===== config.mk =====
export PLATFORM = sky130hd
export DESIGN_NAME = axi4_lite_copy_master
export DESIGN_NICKNAME = d
export VERILOG_FILES = /design/src/rtl/axi4_lite_copy_master.sv
export SDC_FILE = /design/constraint.sdc
export NUM_CORES = 1
export LEC_CHECK = 0
export CAP_MARGIN = 40
export CORE_AREA = 2 2 123 125
export CTS_BUF_LIST = sky130_fd_sc_hd__clkbuf_2
export CTS_CLUSTER_SIZE = 40
export DETAILED_ROUTE_END_ITERATION = 8
export DIE_AREA = 0 0 125 127
export PLACE_DENSITY_LB_ADDON = 0.15
export SETUP_SLACK_MARGIN = 0.1
export SKIP_LAST_GASP = 1
export SLEW_MARGIN = 40
export SYNTH_ARGS = -nofsm -noshare
export SYNTH_HDL_FRONTEND = slang
export SYNTH_SLANG_ARGS = --single-unit

===== constraint.sdc =====
create_clock -name ACLK -period 2.61 [get_ports ACLK]
set_input_delay 0.3915 -clock ACLK [delete_from_list [all_inputs] [get_ports ACLK]]
set_output_delay 0.3915 -clock ACLK [all_outputs]
set_load 0.02 [all_outputs]

===== src/rtl/axi4_lite_copy_master.sv =====
// AXI4-Lite initiator that copies len words from src_addr to dst_addr,
// one single-beat read followed by one single-beat write per word.
module axi4_lite_copy_master #(
   parameter int DATA_WIDTH = 32,
   parameter int ADDR_WIDTH = 10,
   parameter int LEN_WIDTH  = 8
) (
   input  logic                    ACLK,
   input  logic                    ARESETN,
   input  logic                    start,
   input  logic [ADDR_WIDTH-1:0]   src_addr,
   input  logic [ADDR_WIDTH-1:0]   dst_addr,
   input  logic [LEN_WIDTH-1:0]    len,
   output logic                    busy,
   output logic                    done,
   output logic                    err,
   output logic [ADDR_WIDTH-1:0]   AWADDR,
   output logic                    AWVALID,
   input  logic                    AWREADY,
   output logic [DATA_WIDTH-1:0]   WDATA,
   output logic [DATA_WIDTH/8-1:0] WSTRB,
   output logic                    WVALID,
   input  logic                    WREADY,
   input  logic [1:0]              BRESP,
   input  logic                    BVALID,
   output logic                    BREADY,
   output logic [ADDR_WIDTH-1:0]   ARADDR,
   output logic                    ARVALID,
   input  logic                    ARREADY,
   input  logic [DATA_WIDTH-1:0]   RDATA,
   input  logic [1:0]              RRESP,
   input  logic                    RVALID,
   output logic                    RREADY
);

   localparam logic [ADDR_WIDTH-1:0] STRIDE = ADDR_WIDTH'(DATA_WIDTH / 8);

   typedef enum logic [2:0] {
      S_IDLE,
      S_AR,
      S_R,
      S_W,
      S_B,
      S_DONE
   } state_t;

   state_t                  r_state, w_state_next;
   logic [ADDR_WIDTH-1:0]   r_src, w_src_next;
   logic [ADDR_WIDTH-1:0]   r_dst, w_dst_next;
   logic [LEN_WIDTH-1:0]    r_remaining, w_remaining_next;
   logic                    r_busy, w_busy_next;
   logic                    r_err, w_err_next;
   logic [ADDR_WIDTH-1:0]   r_araddr, w_araddr_next;
   logic                    r_arvalid, w_arvalid_next;
   logic                    r_rready, w_rready_next;
   logic [ADDR_WIDTH-1:0]   r_awaddr, w_awaddr_next;
   logic                    r_awvalid, w_awvalid_next;
   logic [DATA_WIDTH-1:0]   r_wdata, w_wdata_next;
   logic                    r_wvalid, w_wvalid_next;
   logic                    r_bready, w_bready_next;

   always_ff @(posedge ACLK or negedge ARESETN) begin
      if (!ARESETN) begin
         r_state <= S_IDLE;
      end else begin
         r_state <= w_state_next;
      end
   end

   always_comb begin
      w_state_next     = r_state;
      w_src_next       = r_src;
      w_dst_next       = r_dst;
      w_remaining_next = r_remaining;
      w_busy_next      = r_busy;
      w_err_next       = r_err;
      w_araddr_next    = r_araddr;
      w_arvalid_next   = r_arvalid;
      w_rready_next    = r_rready;
      w_awaddr_next    = r_awaddr;
      w_awvalid_next   = r_awvalid;
      w_wdata_next     = r_wdata;
      w_wvalid_next    = r_wvalid;
      w_bready_next    = r_bready;

      case (r_state)
         S_IDLE: begin
            if (start) begin
               w_err_next       = 1'b0;
               w_src_next       = src_addr;
               w_dst_next       = dst_addr;
               w_remaining_next = len;
               if (len != '0) begin
                  w_araddr_next  = src_addr;
                  w_arvalid_next = 1'b1;
                  w_busy_next    = 1'b1;
                  w_state_next   = S_AR;
               end else begin
                  w_state_next   = S_DONE;
               end
            end
         end
         S_AR: begin
            if (r_arvalid && ARREADY) begin
               w_arvalid_next = 1'b0;
               w_rready_next  = 1'b1;
               w_state_next   = S_R;
            end
         end
         S_R: begin
            if (RVALID && r_rready) begin
               w_rready_next = 1'b0;
               if (RRESP != 2'b00) begin
                  w_err_next   = 1'b1;
                  w_state_next = S_DONE;
               end else begin
                  w_awaddr_next  = r_dst;
                  w_wdata_next   = RDATA;
                  w_awvalid_next = 1'b1;
                  w_wvalid_next  = 1'b1;
                  w_state_next   = S_W;
               end
            end
         end
         S_W: begin
            // A cleared VALID marks its handshake as done; wait until both are clear.
            w_awvalid_next = r_awvalid && !AWREADY;
            w_wvalid_next  = r_wvalid && !WREADY;
            if (!w_awvalid_next && !w_wvalid_next) begin
               w_bready_next = 1'b1;
               w_state_next  = S_B;
            end
         end
         S_B: begin
            if (BVALID && r_bready) begin
               w_bready_next = 1'b0;
               if (BRESP != 2'b00) begin
                  w_err_next   = 1'b1;
                  w_state_next = S_DONE;
               end else begin
                  w_remaining_next = r_remaining - LEN_WIDTH'(1);
                  if (r_remaining == LEN_WIDTH'(1)) begin
                     w_state_next = S_DONE;
                  end else begin
                     w_src_next     = r_src + STRIDE;
                     w_dst_next     = r_dst + STRIDE;
                     w_araddr_next  = r_src + STRIDE;
                     w_arvalid_next = 1'b1;
                     w_state_next   = S_AR;
                  end
               end
            end
         end
         S_DONE: begin
            w_busy_next  = 1'b0;
            w_state_next = S_IDLE;
         end
         default: begin
            w_state_next = S_IDLE;
         end
      endcase
   end

   always_ff @(posedge ACLK or negedge ARESETN) begin
      if (!ARESETN) begin
         r_src       <= '0;
         r_dst       <= '0;
         r_remaining <= '0;
         r_busy      <= 1'b0;
         r_err       <= 1'b0;
         r_araddr    <= '0;
         r_arvalid   <= 1'b0;
         r_rready    <= 1'b0;
         r_awaddr    <= '0;
         r_awvalid   <= 1'b0;
         r_wdata     <= '0;
         r_wvalid    <= 1'b0;
         r_bready    <= 1'b0;
      end else begin
         r_src       <= w_src_next;
         r_dst       <= w_dst_next;
         r_remaining <= w_remaining_next;
         r_busy      <= w_busy_next;
         r_err       <= w_err_next;
         r_araddr    <= w_araddr_next;
         r_arvalid   <= w_arvalid_next;
         r_rready    <= w_rready_next;
         r_awaddr    <= w_awaddr_next;
         r_awvalid   <= w_awvalid_next;
         r_wdata     <= w_wdata_next;
         r_wvalid    <= w_wvalid_next;
         r_bready    <= w_bready_next;
      end
   end

   assign busy    = r_busy;
   assign done    = (r_state == S_DONE);
   assign err     = r_err;
   assign ARADDR  = r_araddr;
   assign ARVALID = r_arvalid;
   assign RREADY  = r_rready;
   assign AWADDR  = r_awaddr;
   assign AWVALID = r_awvalid;
   assign WDATA   = r_wdata;
   assign WSTRB   = '1;
   assign WVALID  = r_wvalid;
   assign BREADY  = r_bready;

endmodule


* Yosys cells after proc, flatten, opt, wreduce, memory -nomap -nowiden
Index checks and enable logic that the tools add are counted.
** Storage, ports and cells
- Register bits :: 90
- Bits of input ports :: 72
- Output and inout bits :: 64
- Logic and storage cells :: 118
** Cells by class
- Add/subtract/negate cells :: 3
- Equality and inequality tests :: 17
- Multiplexer cells :: 51
- Bitwise logic cells :: 1
- Reductions and logical operators :: 32
** Operators by type and width (count)
- $mux W10 :: 10
- $pmux W10 S2 :: 3
- $mux W3 :: 9
- $mux W8 :: 3
- $ne A2 B2 Y1 const B :: 11
- $add A10 B3 Y10 const B :: 2
- $mux W1 :: 17
- $pmux W8 S2 :: 1
- $pmux W3 S5 :: 1
- $reduce_and A3 Y1 :: 5
- $reduce_bool A2 Y1 :: 7
- $reduce_and A6 Y1 :: 2
- $pmux W1 S2 :: 5
- $reduce_and A5 Y1 :: 2
- $eq A8 B1 Y1 const B :: 1
- $reduce_bool A8 Y1 :: 1
- $sub A8 B1 Y8 const B :: 1
- $reduce_and A7 Y1 :: 1
- $eq A3 B2 Y1 const B :: 2
- $eq A3 B3 Y1 const B :: 2
- $logic_and A1 B1 Y1 :: 6
- $pmux W1 S3 :: 2
- $reduce_bool A3 Y1 :: 2
- $logic_not A1 Y1 :: 4
- other kinds (4) :: 4

* Depth between registers and ports, before layout
Gate-level depths: netlist of the first run.
- Depth after elaboration :: 6
- Mapped depth :: 8
- Mapped depth without buffers :: 6

* Least setup slack after synthesis of the first run
OpenSTA, ideal clock, no wires.
- Path kind :: register -> register
- Start :: register r_remaining[0]
- End :: register r_araddr[0] (netlist: ARADDR[0])
- Library setup time :: 0.125 ns
- Arrival :: 1.820 ns
- Required time :: 2.485 ns
- Setup slack :: 0.666 ns
- Cell stages (with the launch flop) :: 8
- Path buffers :: 2
- Clock period less this slack :: 1.944 ns
- Cell sequence :: dfrtp_1 ha_1 nor4bb_1 a31o_2 buf_4 nor3_2 buf_2 mux2_2
** On the way
- Word-level cells in the longest chain between the ends :: 3
** RTL lines
- from (decl) :: RTL line 50 : logic [LEN_WIDTH-1:0] r_remaining, w_remaining_next;
- from (signal assigned) :: RTL line 182 : r_remaining <= w_remaining_next;
- $eq A8 B1 Y1 :: RTL line 142 : if (r_remaining == LEN_WIDTH'(1)) begin
- $ne A2 B2 Y1 (no line)
- $reduce_and A6 Y1 (no line)
- to (signal assigned) :: RTL line 185 : r_araddr <= w_araddr_next;
- to (decl) :: RTL line 53 : logic [ADDR_WIDTH-1:0] r_araddr, w_araddr_next;
Every way passes these cells.
A chain may end at the register's enable or synchronous reset.

* Final worst setup path of the first run
- Start :: register r_remaining[1]
- End :: register r_araddr[6] (netlist: ARADDR[6])
Same word-level chain as after synthesis.

==> impl_metrics.env, run 1 <==
export IMPL_drive_above_1_share=0.193
export IMPL_first_global_vias=3668
export IMPL_cp_top_family="simple AND/OR/NAND/NOR gates"
export IMPL_final_setup_tns_ps=0
export IMPL_relSlewSlack=0.567
export IMPL_area_growth_pct=40.3
export IMPL_ys_top_cells_by_count="dfrtp_1 (90), mux2_2 (60), nand2_1 (26), nor2_1 (26), o21ai_0 (22)"
export IMPL_maxCapViolations=0
export IMPL_fmax_ghz=0.456
export IMPL_async_flop_share=1.00
export IMPL_core_mm2=0.0144
export IMPL_synth_top_cell_area_share=0.523
export IMPL_finalHoldViolCount=0
export IMPL_place_gp_congestion=0.790
export IMPL_slowest_delay_ps=550
export IMPL_leakage_uw=0.00257
export IMPL_cts_tree="built"
export IMPL_synth_cells=386
export IMPL_period_share=0.839
export IMPL_ctsLongestPathBuffers=2
export IMPL_synth_edf_count=0
export IMPL_gr_usage_all_layers=0.153
export IMPL_wire_per_inst_um=16.3
export IMPL_rsz0062_at_grt="false"
export IMPL_ys_flop_type="dfrtp_1"
export IMPL_slew_violations=0
export IMPL_dp_hpwl_mm=8.36
export IMPL_grt_ovfl_total=0
export IMPL_end_kind="flip-flop"
export IMPL_cp_cell_sequence="inv_1 > ha_1 > nor4bb_1 > a31o_2 > nor3_4 > mux2_2"
export IMPL_synth_largest_area_cell="dfrtp_1"
export IMPL_tightestPinTransition_ps=647
export IMPL_antenna_found_initial=1
export IMPL_routed_via_density=4.97
export IMPL_stdcell_count=717
export IMPL_routed_wl_mm=11.7
export IMPL_cts_root_buf="clkbuf_2"
export IMPL_ys_top_cells_by_area="dfrtp_1 (52%), mux2_2 (16%), o21ai_0 (2.6%), nand2_1 (2.3%), nor2_1 (2.3%)"
export IMPL_drt_iter0_drc=162
export IMPL_start_util=0.298
export IMPL_worst_path_buf_inv=1
export IMPL_grt_max_degree=56
export IMPL_yosysMostFrequentCell="dfrtp_1"
export IMPL_rows=44
export IMPL_synthesis_area_mm2=0.00431
export IMPL_yosysSeqAreaShare=0.523
export IMPL_cts_buffers=9
export IMPL_cts_sinks=90
export IMPL_place_inst=698
export IMPL_die_area_mm2=0.0159
export IMPL_die_h_um=127
export IMPL_status="completed"
export IMPL_vias=3567
export IMPL_drt_pass1_iter_count=4
export IMPL_drc_errors=0
export IMPL_cp_required_ps=3090
export IMPL_finClkSkew_ps=35.8
export IMPL_clk_latency_ps=580
export IMPL_p_per_area_mw_per_mm2=1060
export IMPL_cts_htree_levels=3
export IMPL_n_antenna_cell=0
export IMPL_critPathKind="reg2reg"
export IMPL_setup_violations=0
export IMPL_worst_ir_drop_vdd_mv=0.434
export IMPL_ant_nets=0
export IMPL_yosys_warnings=0
export IMPL_cp_arrival_ps=2680
export IMPL_hold_path_class="in2async"
export IMPL_die_width_um=125
export IMPL_portBuffers=131
export IMPL_clk_pin_slew_ps=270
export IMPL_fin_crit_ps=2190
export IMPL_grt_first_pass_wirelength_mm=19.3
export IMPL_avgSynthCellArea_um2=11.2
export IMPL_fin_nets=604
export IMPL_finalPower_uw=6400
export IMPL_synth_cell_types=50
export IMPL_ys_seq_elements=90
export IMPL_worstPathMaxFanout=11
export IMPL_slowest_stage="nor3_4"
export IMPL_ioPinCount=136
export IMPL_start_kind="flip-flop"
[cell families (layout without fill, tap and decap cells)]
| family | after synthesis | in the layout | share of synthesized area |
|---|---|---|---|
| and+or+nand+nor | 106 | 106 | 0.127 |
| DFF | 90 | 90 | 0.523 |
| AOI/OAI and AO/OA | 85 | 85 | 0.127 |
| muxes | 64 | 64 | 0.167 |
| buffers and inverters | 33 | 177 | 0.0375 |
| adders and majority gates | 4 | 4 | 0.0116 |
| xor gates and xnor gates | 3 | 3 | 0.00610 |
| other | 1 | 4 | 0.000871 |
[layout make-up]
class,count,area [um^2]
Inverter,8,30.0
Multi-Input combinational cell,266,1910
Clock inverter,6,57.6
Timing Repair Buffer,153,1500
Sequential cell,90,2250
Clock buffer,10,50.0
Tap cell,184,230
Fill cell,1422,8380
[sequential cells by signal, indices dropped and copies added (netlist names), 3 cells and up]
name / count
ARADDR: 10
AWADDR: 10
WDATA: 32
r_dst: 10
r_remaining: 8
r_src: 10
r_state: 3
[final timing paths]
check / start / to / slack [ps] / cells after the start
hold / removal: ARESETN / r_remaining[6] / 270 / 2
setup / recovery: r_remaining[1] / ARADDR[6] / 420 / 6
max in group asynchronous: ARESETN / AWADDR[4] / 1640 / 3
min in group ACLK: AWREADY / AWVALID / 370 / 2
hold reg to reg: WDATA[27] / WDATA[27] / 520 / 1
setup reg to reg: r_remaining[1] / ARADDR[6] / 420 / 6
[metrics by stage]
step,worst slack (ps),cell area [um^2],utilization,hold WS [ps]
2_1_floorplan,666,4320,-,95.9
3_3_place_gp,16.7,5900,0.409,407
3_5_place_dp,230,5900,0.409,399
4_1_cts,107,6020,0.418,224
5_1_grt,272,6040,0.419,254
6_report,419,6040,0.419,273
[timing repair]
item / in CTS / in global routing
endpoints found under the hold margin: 35 / 0
pin swaps: 0 / 0
resized for setup: 2 / 1
hold buffers: 1 / 0
setup buffers: 0 / 2
endpoints found under the setup margin: 1 / 1
[routing by layer]
metal,up-vias,track usage,wire (um)
li1,1677,-,-
met1,1756,0.197,5080
met2,113,0.233,5390
met3,19,0.0578,1000
met4,2,0.0601,225
met5,-,0,9
[power by group]
group          internal (uW)  switching (uW)
Sequential              2010             467
Clock                    217             492
Combinational           1640            1580
Total                   3870            2540
[placed cells by master (no fill, tap or decap), drive strengths merged, types with 4 or more instances in the layout]
cell type      instances
clkdlybuf4s50        129
dfrtp                 90
mux2                  63
nor2                  26
nand2                 26
o21ai                 23
buf                   22
a21oi                 17
nand3                 15
clkbuf                10
a31oi                  9
nor3                   9
inv                    8
nand2b                 6
a2bb2oi                6
o31ai                  5
and3                   4
o22ai                  4
or4                    4
ha                     4
conb                   4
clkinv                 4
No activity file was read; power rests on OpenSTA's default activity.
==> run 2, diff against run 1 <==
==> constraint.sdc (replaced) <==
create_clock -name ACLK -period 1.9 [get_ports ACLK]
set_input_delay 0.285 -clock ACLK [delete_from_list [all_inputs] [get_ports ACLK]]
set_output_delay 0.285 -clock ACLK [all_outputs]
set_load 0.02 [all_outputs]
==> impl_metrics.env, run 2 (synthesis gave the netlist of run 1 again) <==
export IMPL_wire_per_inst_um=17.5
export IMPL_grt_max_degree=71
export IMPL_final_cell_mix="dfrtp_1 (89), clkdlybuf4s50_1 (70), dlygate4sd2_1 (58)"
export IMPL_cts_root_buf="clkbuf_2"
export IMPL_core_mm2=0.0144
export IMPL_place_ws_ps=-309
export IMPL_worst_slack_ps=-26.9
export IMPL_worstPathMaxFanout=4
export IMPL_end_kind="flip-flop"
export IMPL_cts_htree_levels=3
export IMPL_final_common_cell="dfrtp_1"
export IMPL_grt_ovfl_total=0
export IMPL_largest_reg_flops=32
export IMPL_drc_errors=0
export IMPL_antenna_found_initial=0
export IMPL_cts_tree="built"
export IMPL_rsz0062_at_grt="true"
export IMPL_portBuffers=131
export IMPL_failed_checks="negative setup slack"
export IMPL_r2r_start="r_state[2]"
export IMPL_leakage_uw=0.00325
export IMPL_die_area_mm2=0.0159
export IMPL_place_gp_congestion=0.806
export IMPL_die_width_um=125
export IMPL_start_kind="flip-flop"
export IMPL_grt_first_pass_wirelength_mm=20.6
export IMPL_hold_path_class="in2async"
export IMPL_cp_arrival_ps=2450
export IMPL_worst_ir_drop_vdd_mv=0.618
export IMPL_rows=44
export IMPL_final_setup_tns_ps=-57.3
export IMPL_slowest_delay_ps=530
export IMPL_finClkSkew_ps=31.1
export IMPL_ant_nets=0
export IMPL_finalHoldViolCount=0
export IMPL_clk_latency_ps=580
export IMPL_rr_worst_depth=6
export IMPL_die_h_um=127
export IMPL_p_per_area_mw_per_mm2=1390
export IMPL_fin_crit_ps=1930
export IMPL_cp_cell_sequence="buf_6 > clkbuf_16 > or3b_4 > or4_4 > nand3_2 > mux2_2"
export IMPL_maxCapViolations=0
export IMPL_ioPinCount=136
export IMPL_slew_violations=0
export IMPL_setup_violations=5
export IMPL_cts_buffers=9
export IMPL_slowest_stage="or4_4"
export IMPL_cp_required_ps=2420
export IMPL_vias=3818
export IMPL_drive_above_1_share=0.330
export IMPL_fin_nets=658
export IMPL_area_growth_pct=63.7
export IMPL_drt_pass1_iter_count=4
export IMPL_start_util=0.298
export IMPL_clk_pin_slew_ps=270
export IMPL_status="finished with violations"
export IMPL_routed_wl_mm=13.5
export IMPL_critPathKind="reg2reg"
export IMPL_worstReg2RegEnd="ARADDR[9]"
export IMPL_first_global_vias=3973
export IMPL_ctsLongestPathBuffers=2
export IMPL_fmax_ghz=0.519
export IMPL_gr_usage_all_layers=0.163
export IMPL_period_share=1.01
export IMPL_routed_via_density=4.95
export IMPL_cts_sinks=90
export IMPL_dp_hpwl_mm=8.57
export IMPL_r2r_slack_ps=-30
export IMPL_n_antenna_cell=0
export IMPL_drt_iter0_drc=205
-- run 2: power breakdown --
group / switching, uW / internal (uW) / leakage (uW)
Clock: 678 / 288 / 0.0000665
Sequential: 656 / 2760 / 0.00112
Combinational: 2560 / 2850 / 0.00206
-- run 2: layer usage --
| metal | global-route usage | up-vias | share of wire |
|---|---|---|---|
| li1 | - | 1789 | - |
| met1 | 0.209 | 1903 | 0.43 |
| met2 | 0.262 | 111 | 0.47 |
| met3 | 0.0503 | 15 | 0.076 |
| met4 | 0.0575 | 0 | 0.016 |
| met5 | 0 | - | 0 |
-- run 2: final cells by class --
cell class	instances	area [um^2]
Clock inverter	7	60.1
Clock buffer	9	45.0
Sequential cell	90	2250
Tap cell	184	230
Fill cell	1358	7380
Inverter	8	30.0
Multi-Input combinational cell	266	2320
Timing Repair Buffer	207	2110
-- run 2: what timing repair did --
action | in CTS | in global routing
buffers inserted | 11 | 7
cloned | 4 | 7
pin swaps | 13 | 20
endpoints found under the setup margin | 136 | 80
hold endpoints to repair | 90 | 0
gates resized for setup | 126 | 67
hold buffers | 1 | 0
-- run 2: worst max-delay path: cells and delay by family (launching register included) --
kind | cells | cell delay (ps)
AND/OR/NAND/NOR | 3 | 1070
flip-flops | 1 | 440
buffers and inverters | 2 | 230
multiplexers | 1 | 150
-- run 2: how the worst max path moves through the flow --
| stage | to | cells past startpoint | from |
|---|---|---|---|
| detailed placement | ARADDR[9] | 5 | start |
| global placement | ARADDR[8] | 5 | start |
| finish | ARADDR[9] | 6 | r_state[2] |
| CTS | done | 4 | r_state[1] |
| global route | r_src[3] | 8 | r_remaining[1] |
| floorplan | WDATA[0] | 5 | r_state[2] |
-- run 2: per-stage QoR --
step	std cells	power (uW)	instance area (um^2)	hold WS (ps)	util
6_report	771	9790	7050	76.2	0.489
3_5_place_dp	727	8150	6140	202	0.425
3_3_place_gp	727	8060	6140	201	0.425
4_1_cts	759	9270	6620	34.8	0.459
5_1_grt	771	10500	7050	63.3	0.489
2_1_floorplan	389	5930	4340	-10.6	-
==> run 3, diff against run 2 <==
--- a/config.mk
+++ b/config.mk
@@ -6,15 +6,16 @@
 export NUM_CORES = 1
 export LEC_CHECK = 0
 export CAP_MARGIN = 40
-export CORE_AREA = 2 2 123 125
+export CORE_AREA = 2 2 147 106
 export CTS_BUF_LIST = sky130_fd_sc_hd__clkbuf_2
 export CTS_CLUSTER_SIZE = 40
 export DETAILED_ROUTE_END_ITERATION = 8
-export DIE_AREA = 0 0 125 127
+export DIE_AREA = 0 0 149 108
 export PLACE_DENSITY_LB_ADDON = 0.15
+export REMOVE_ABC_BUFFERS = 1
 export SETUP_SLACK_MARGIN = 0.1
 export SKIP_LAST_GASP = 1
-export SLEW_MARGIN = 40
+export SLEW_MARGIN = 10
 export SYNTH_ARGS = -nofsm -noshare
 export SYNTH_HDL_FRONTEND = slang
 export SYNTH_SLANG_ARGS = --single-unit
==> impl_metrics.env, run 3 (synthesis gave the netlist of run 1 again) <==
export IMPL_status="finished with violations"
export IMPL_failed_checks="negative setup slack"
export IMPL_die_h_um=108
export IMPL_place_gp_congestion=0.794
export IMPL_critPathKind="reg2reg"
export IMPL_cp_top_family="flip-flops"
export IMPL_worst_path_buf_inv=2
export IMPL_grt_max_degree=34
export IMPL_postLayoutCoreUtil=0.484
export IMPL_slowest_delay_ps=500
export IMPL_final_setup_tns_ps=-210
export IMPL_first_global_vias=3723
export IMPL_drc_errors=0
export IMPL_rsz0062_at_grt="true"
export IMPL_cts_root_buf="clkbuf_2"
export IMPL_gr_usage_all_layers=0.162
export IMPL_grt_first_pass_wirelength_mm=20.3
export IMPL_cp_arrival_ps=2400
export IMPL_clk_latency_ps=560
export IMPL_fin_nets=668
export IMPL_wire_per_inst_um=16.8
export IMPL_vias=3781
export IMPL_drt_pass1_iter_count=4
export IMPL_start_util=0.296
export IMPL_seq_power_share=0.339
export IMPL_ctsLongestPathBuffers=2
export IMPL_core_mm2=0.0145
export IMPL_holdWs_ps=152
export IMPL_clk_pin_slew_ps=240
export IMPL_period_share=1.02
export IMPL_slowest_stage="dfrtp_2"
export IMPL_leakage_uw=0.00328
export IMPL_fmax_ghz=0.518
export IMPL_fill_cells=1378
export IMPL_rows=37
export IMPL_cp_cell_sequence="buf_6 > nor4bb_4 > a31o_4 > nor3_4 > buf_6 > mux2_4"
export IMPL_final_cell_mix="dfrtp_1 (89), clkdlybuf4s50_1 (70), dlygate4sd2_1 (58)"
export IMPL_drt_iter0_drc=195
export IMPL_cp_required_ps=2370
export IMPL_cp_common_cell="buf_6"
export IMPL_drive_above_1_share=0.338
export IMPL_grt_ovfl_total=0
export IMPL_routed_wl_mm=13.3
export IMPL_worst_slack_ps=-30.5
export IMPL_ioPinCount=136
export IMPL_die_area_mm2=0.0161
export IMPL_ant_nets=0
export IMPL_area_growth_pct=63.3
export IMPL_maxCapViolations=0
export IMPL_antenna_found_initial=0
export IMPL_dp_hpwl_mm=8.99
export IMPL_slew_violations=0
export IMPL_finClkSkew_ps=24.0
export IMPL_end_kind="flip-flop"
export IMPL_worst_ir_drop_vdd_mv=0.766
export IMPL_switching_share=0.392
export IMPL_setup_violations=10
export IMPL_worstPathMaxFanout=5
export IMPL_internal_power_uw=6080
export IMPL_fin_crit_ps=1930
export IMPL_die_width_um=149
export IMPL_p_switching_uw=3910
export IMPL_design_area_mm2=0.00703
export IMPL_cts_htree_levels=3
export IMPL_clockPowerShare=0.112
export IMPL_cts_tree="built"
export IMPL_placedInstanceArea_mm2=0.00616
export IMPL_r2r_slack_ps=-30
export IMPL_place_ws_ps=-368
export IMPL_portBuffers=131
export IMPL_p_per_area_mw_per_mm2=1420
export IMPL_cts_buffers=9
export IMPL_final_common_cell="dfrtp_1"
export IMPL_start_kind="flip-flop"
export IMPL_hold_path_class="in2async"
export IMPL_power_frac_comb=0.549
export IMPL_finalHoldViolCount=0
export IMPL_n_antenna_cell=0
export IMPL_largest_reg_flops=32
export IMPL_cts_sinks=90
export IMPL_routed_via_density=4.77
[run 3: power by group through the flow]
stage | Sequential, uW | Clock, uW | Combinational, uW
floorplan | 3990 | 0 | 1790
global placement | 3370 | 0 | 4770
detailed placement | 3390 | 0 | 4810
CTS | 3350 | 1180 | 4860
global route | 3520 | 1250 | 5900
finish | 3380 | 1120 | 5490
[run 3: path summary, 6_finish.rpt]
check / depth (start not counted) / end / start
setup / recovery: 6 / ARADDR[1] / r_state[2]
min in group ACLK: 2 / WVALID / WREADY
hold reg to reg: 1 / WDATA[27] / WDATA[27]
max in group asynchronous: 3 / r_remaining[0] / ARESETN
hold / removal: 2 / err / ARESETN
setup reg to reg: 6 / ARADDR[1] / r_state[2]
[run 3: cell type report]
cell class / count / area, um^2 / area share
sequential: 90 / 2250 / 0.320
clock inverter: 5 / 78.8 / 0.0112
multi-input combinational: 266 / 2230 / 0.317
timing repair buffer: 217 / 2140 / 0.304
inverter: 8 / 32.5 / 0.00463
clock buffer: 11 / 55.1 / 0.00783
tap: 195 / 244 / 0.0347
[run 3: routing by layer]
layer | up-vias | share of wire | wire length (um) | GRT usage
met2 | 106 | 0.42 | 5660 | 0.231
met1 | 1848 | 0.51 | 6740 | 0.242
met3 | 8 | 0.061 | 817 | 0.0468
met4 | 0 | 0.0086 | 114 | 0.0367
met5 | - | 0 | 0 | 0
li1 | 1819 | - | - | -
[run 3: per-stage QoR]
stage	cells	total power [uW]
2_1_floorplan	364	5790
3_5_place_dp	742	8210
6_report	792	9990
5_1_grt	792	10700
3_3_place_gp	741	8140
4_1_cts	772	9390
[run 3: what timing repair did]
action,in CTS,in global routing
endpoints found under the hold margin,89,0
cloned,3,4
setup buffers,10,16
pin swaps,6,12
setup endpoints to repair,130,77
resized for setup,104,80
hold buffers,1,0
